==> config.mk <==
export PLATFORM = sky130hd
export DESIGN_NAME = hazard_stall_ctrl
export DESIGN_NICKNAME = d
export VERILOG_FILES = /design/src/rtl/hazard_stall_ctrl.sv
export SDC_FILE = /design/constraint.sdc
export NUM_CORES = 1
export LEC_CHECK = 0
export ABC_AREA = 1
export BUFFER_PORTS_ARGS = -buffer_cell sky130_fd_sc_hd__buf_4
export CAP_MARGIN = 20
export CORE_UTILIZATION = 25
export DETAILED_ROUTE_END_ITERATION = 16
export GPL_TIMING_DRIVEN = 0
export HOLD_SLACK_MARGIN = 0.12
export PLACE_DENSITY = 0.46
export SETUP_SLACK_MARGIN = 0.2
export SLEW_MARGIN = 20
export SYNTH_ARGS = -nofsm -noshare
export SYNTH_HDL_FRONTEND = slang
export SYNTH_SLANG_ARGS = --single-unit
==> constraint.sdc <==
create_clock -name clk -period 2.3 [get_ports clk]
set_clock_uncertainty 0.1 [all_clocks]
set_input_delay 0.23 -clock clk [delete_from_list [all_inputs] [get_ports clk]]
set_output_delay 0.23 -clock clk [all_outputs]
set_load 0.02 [all_outputs]
==> src/rtl/hazard_stall_ctrl.sv <==
// Pipeline hazard controller: tracks in-flight register writes in a 3-entry scoreboard
// and produces PC/IF-ID enables, ID/EXE bubble and fetch squash for stalls and taken branches.
module hazard_stall_ctrl #(
    parameter int unsigned ASIZE = 5,
    parameter int unsigned CSIZE = 16
) (
    input  logic             clk,
    input  logic             rst,
    input  logic             id_valid,
    input  logic [ASIZE-1:0] id_raddr1,
    input  logic [ASIZE-1:0] id_raddr2,
    input  logic             id_use1,
    input  logic             id_use2,
    input  logic             id_wen,
    input  logic [ASIZE-1:0] id_waddr,
    input  logic             ex_branch_taken,
    output logic             pc_en,
    output logic             ifid_en,
    output logic             idex_bubble,
    output logic             flush_if,
    output logic [1:0]       state,
    output logic [CSIZE-1:0] stall_count,
    output logic [CSIZE-1:0] flush_count
);

    typedef enum logic [1:0] {
        StRun   = 2'b00,
        StStall = 2'b01,
        StFlush = 2'b10
    } state_e;

    state_e state_q, state_d;

    // Entry 0 = EX, 1 = MEM, 2 = WB
    logic [2:0]       sb_valid_q, sb_valid_d;
    logic [ASIZE-1:0] sb_waddr_q [3];
    logic [ASIZE-1:0] sb_waddr_d [3];

    logic [CSIZE-1:0] stall_count_q, stall_count_d;
    logic [CSIZE-1:0] flush_count_q, flush_count_d;

    logic raw_match;
    logic hazard;
    logic issue;
    logic stall_inc;
    logic flush_inc;

    // WB entries still count: the register file is written at the edge, not bypassed.
    always_comb begin
        raw_match = 1'b0;
        for (int i = 0; i < 3; i++) begin
            if (sb_valid_q[i] && (sb_waddr_q[i] != '0)) begin
                if (id_use1 && (id_raddr1 == sb_waddr_q[i])) raw_match = 1'b1;
                if (id_use2 && (id_raddr2 == sb_waddr_q[i])) raw_match = 1'b1;
            end
        end
        hazard = id_valid & raw_match;
    end

    always_comb begin
        state_d     = StRun;
        pc_en       = 1'b1;
        ifid_en     = 1'b1;
        idex_bubble = 1'b0;
        flush_if    = 1'b0;
        issue       = 1'b0;
        stall_inc   = 1'b0;
        flush_inc   = 1'b0;

        if (state_q == StFlush) begin
            // A branch here is impossible: EXE holds a bubble.
            idex_bubble = 1'b1;
            flush_if    = 1'b1;
        end else if (ex_branch_taken) begin
            idex_bubble = 1'b1;
            flush_if    = 1'b1;
            state_d     = StFlush;
            flush_inc   = 1'b1;
        end else if (hazard) begin
            pc_en       = 1'b0;
            ifid_en     = 1'b0;
            idex_bubble = 1'b1;
            state_d     = StStall;
            stall_inc   = 1'b1;
        end else begin
            issue = id_valid;
        end

        if (rst) begin
            pc_en       = 1'b1;
            ifid_en     = 1'b1;
            idex_bubble = 1'b0;
            flush_if    = 1'b0;
        end
    end

    always_comb begin
        sb_valid_d    = {sb_valid_q[1:0], issue & id_wen};
        sb_waddr_d[0] = issue ? id_waddr : '0;
        sb_waddr_d[1] = sb_waddr_q[0];
        sb_waddr_d[2] = sb_waddr_q[1];

        stall_count_d = stall_count_q;
        if (stall_inc && (stall_count_q != '1)) stall_count_d = stall_count_q + 1'b1;
        flush_count_d = flush_count_q;
        if (flush_inc && (flush_count_q != '1)) flush_count_d = flush_count_q + 1'b1;
    end

    always_ff @(posedge clk or posedge rst) begin
        if (rst) begin
            state_q       <= StRun;
            sb_valid_q    <= '0;
            sb_waddr_q[0] <= '0;
            sb_waddr_q[1] <= '0;
            sb_waddr_q[2] <= '0;
            stall_count_q <= '0;
            flush_count_q <= '0;
        end else begin
            state_q       <= state_d;
            sb_valid_q    <= sb_valid_d;
            sb_waddr_q[0] <= sb_waddr_d[0];
            sb_waddr_q[1] <= sb_waddr_d[1];
            sb_waddr_q[2] <= sb_waddr_d[2];
            stall_count_q <= stall_count_d;
            flush_count_q <= flush_count_d;
        end
    end

    assign state       = state_q;
    assign stall_count = stall_count_q;
    assign flush_count = flush_count_q;

endmodule

==> flow_summary.json <==
{
  "setup_slack_ps": 198,
  "worstPathBufferInverterCount": 4,
  "ys_types": 25,
  "critPathRequiredTime_ps": 1970,
  "power_frac_clock_pct": 32.3,
  "arrival_ps": 1770,
  "final_antenna_net_count": 0,
  "clock_latency_ps": 300,
  "cts_tree": "yes",
  "slowest_delay_ps": 400,
  "critPathTopFamily": "simple AND/OR/NAND/NOR gates",
  "synth_compound_area_share_pct": 1.79,
  "grt_pass1_wl_um": 13800,
  "synthSimpleGateAreaFrac_pct": 38.6,
  "fin_crit_ps": 2100,
  "clock_path_buffers": 2,
  "violations": "design-rule violations",
  "vias": 2904,
  "cts.root.buffer_cell": "clkbuf_16",
  "reg2reg_depth": 8,
  "synth-xor-area-share_pct": 7.97,
  "regArea_um2": 1300,
  "max_cap_viol_count": 0,
  "grt_use_total_pct": 14.0,
  "die_area_um2": 12800,
  "numClockSinks": 52,
  "synthMuxAreaShare_pct": 0,
  "hold_viol": 0,
  "synth.cell_area_um2": 3080,
  "start_util_pct": 25.6,
  "start_kind": "flop",
  "synth-seq-area-share_pct": 42.3,
  "final_area_um2": 4130,
  "pwr-share-comb_pct": 21.6,
  "ys_top_cells_by_area": "dfrtp_1 42%, nand2_1 19%, inv_1 6.1%, nor2_1 5.7%, xor2_1 5.1%",
  "placed_cell_area_um2": 3750,
  "finalSetupViolCount": 0,
  "viasPerCell": 4.40,
  "cts_inserted_buffers": 5,
  "die_x_um": 113,
  "p_seq_share_pct": 46.1,
  "cp_cell_sequence": "inv_1 -> nand2_1 -> nand2_1 -> nor2_1 -> nand3_1 -> nand2_1 -> nand2_2 -> nand3_4 -> nand2_2 -> inv_2 -> nand2_4 -> buf_6 -> buf_6",
  "clk_pin_slew_ps": 60,
  "synthesis.nets": 448,
  "cpMostUsedCell": "nand2_1",
  "gp_congestion": 0.869,
  "fin_cells": 660,
  "path_max_fanout": 5,
  "synth_top_family_by_area": "simple AND/OR/NAND/NOR gates",
  "place_inst": 632,
  "final_nets": 536,
  "avgSynthCellArea_um2": 7.26,
  "fp-row-count": 40,
  "port_buffers": 59,
  "internal_power_mw": 1.64,
  "synth_top_area_share_pct": 42.3,
  "wl_um": 8350,
  "nFillCells": 1311,
  "crit_type": "reg2out",
  "status": "finished, violations left",
  "rsz0062_at_grt": "yes",
  "drtIter0Drc": 114,
  "endpoint_kind": "output pin",
  "gr-total-overflow": 0,
  "ys_ff_latch": 52,
  "dpl_worst_slack_ps": 224,
  "antenna_cells": 0,
  "dr.pass1.iters": 11,
  "synth_adder_area_share_pct": 0.813,
  "ios": 60,
  "worst-path-stages": 13,
  "wl_per_cell_um": 12.6,
  "period_share_pct": 91.4,
  "ir_worst_vdd_mv": 0.406,
  "max_slew_margin_pct": 63.9,
  "swShare_pct": 30.5,
  "syn2layout_area_growth_pct": 34.2,
  "die_h_um": 113,
  "slew_viol_final": 0,
  "drive_gt1_share_pct": 24.2,
  "grt_antenna_before_repair": 0,
  "synthCells": 424,
  "core_um2": 12000,
  "leakage_nw": 2.18,
  "yosysTopAreaCell": "dfrtp_1",
  "fin_hold_ws_ps": 125,
  "drcViolationCount": 2,
  "power.switching_mw": 0.722,
  "grt_pass1_vias": 2799,
  "hpwl_um": 6320,
  "htree_num_levels": 2,
  "crit_path_top_delay_cell": "dfrtp_1",
  "multi_input_area_um2": 1550,
  "hold-path-cell-count": 3,
  "hold_class": "in2reg",
  "worst_pin_slew_ps": 540,
  "fmax_ghz": 0.476,
  "powerDensity_nw_per_um2": 573,
  "grt_max_degree": 23,
  "yosysWarnings": 0
}
final timing paths:
| path | endpoint | start | slack (ps) |
|---|---|---|---|
| setup / recovery | pc_en | sb_waddr_d[4] | 200 |
| hold / removal | state[1] | ex_branch_taken | 120 |
| setup reg to reg | stall_count[4] | stall_count[0] | 410 |
| hold reg to reg | sb_valid_q[2] | sb_valid_q[1] | 280 |
| max in group asynchronous | flush_count[5] | rst | 940 |
| min in group asynchronous | sb_valid_q[0] | rst | 150 |
cells by family (layout without fill, tap and decap cells):
logic type,Yosys count,after routing
xor+xnor,28,28
buf+inv,64,153
fa+ha+maj,2,2
compound gates,11,11
simple gates,267,267
flops,52,52
final cells by class:
| type | count | area share [%] |
|---|---|---|
| well taps | 147 | 4.46 |
| flip-flops and latches | 52 | 31.6 |
| multi-input cells | 308 | 37.6 |
| inverters | 58 | 5.37 |
| repair buffers | 81 | 16.2 |
| plain buffers | 6 | 1.21 |
| clock buffers | 8 | 3.55 |
cells in the mapped netlist:
| library cell | instances |
|---|---|
| a21oi_1 | 1 |
| and3_4 | 1 |
| buf_2 | 2 |
| buf_4 | 3 |
| buf_6 | 1 |
| dfrtp_1 | 52 |
| ha_1 | 2 |
| inv_1 | 50 |
| inv_2 | 8 |
| nand2_1 | 154 |
| nand3_1 | 20 |
| nand3_4 | 2 |
| nand3b_1 | 1 |
| nand4_1 | 22 |
| nand4_4 | 1 |
| nor2_1 | 47 |
| nor2_2 | 2 |
| nor3_1 | 12 |
| nor3_2 | 3 |
| nor3b_2 | 1 |
| nor4_1 | 1 |
| o21ai_0 | 9 |
| o21ai_1 | 1 |
| xnor2_1 | 10 |
| xor2_1 | 18 |
sequential cells by signal, indices dropped and copies added, names as in the netlist:
name         cells
state            2
sb_waddr_q       5
sb_valid_q       3
stall_count     16
flush_count     16
sb_waddr_d      10
per-stage QoR:
| step | utilization (%) | power (mW) | TNS (ps) |
|---|---|---|---|
| 3_5_place_dp | 31.3 | 1.60 | 0 |
| 3_3_place_gp | 30.9 | 1.59 | -347 |
| 5_1_grt | 34.4 | 2.51 | 0 |
| 6_report | 34.4 | 2.37 | 0 |
| 4_1_cts | 34.0 | 2.41 | 0 |
| 2_1_floorplan | - | 1.37 | 0 |
power by group through the flow:
| stage | Combinational [mW] | Clock [mW] | Sequential [mW] |
|---|---|---|---|
| 6_report | 0.511 | 0.763 | 1.09 |
| 3_3_place_gp | 0.480 | 0 | 1.11 |
| 2_1_floorplan | 0.208 | 0 | 1.16 |
| 3_5_place_dp | 0.493 | 0 | 1.11 |
| 4_1_cts | 0.515 | 0.802 | 1.09 |
| 5_1_grt | 0.569 | 0.836 | 1.11 |
cells in the final DEF, fill, tap and decap left out, types with 8 or more instances in the layout:
master	netlist	routed
nand2_1	154	148
buf_4	3	70
dfrtp_1	52	50
nor2_1	47	45
inv_1	50	41
nand4_1	22	22
nand3_1	20	19
xor2_1	18	18
inv_2	8	16
nor3_1	12	12
xnor2_1	10	10
dlygate4sd3_1	0	8
tightest hold or removal path, stage by stage:
cell    delay [ps]
buf_4          130
inv_1           50
nor2_1          60
routing by layer:
| metal | track usage [%] | vias to the layer above | part of all wire, % |
|---|---|---|---|
| met1 | 17.6 | 1352 | 47 |
| met2 | 24.0 | 47 | 48 |
| li1 | - | 1496 | - |
| met4 | 5.61 | 0 | 1.5 |
| met5 | 0 | - | 0 |
| met3 | 2.57 | 9 | 3.3 |
repair_timing:
item | CTS | global route
pin swaps | 12 | 7
resized for setup | 19 | 13
cloned | 0 | 0
buffers inserted | 7 | 3
endpoints found under the setup margin | 3 | 15
hold buffers | 9 | 0
hold endpoints to repair | 38 | 0
Note: power is estimated with default switching activity, not from simulation.
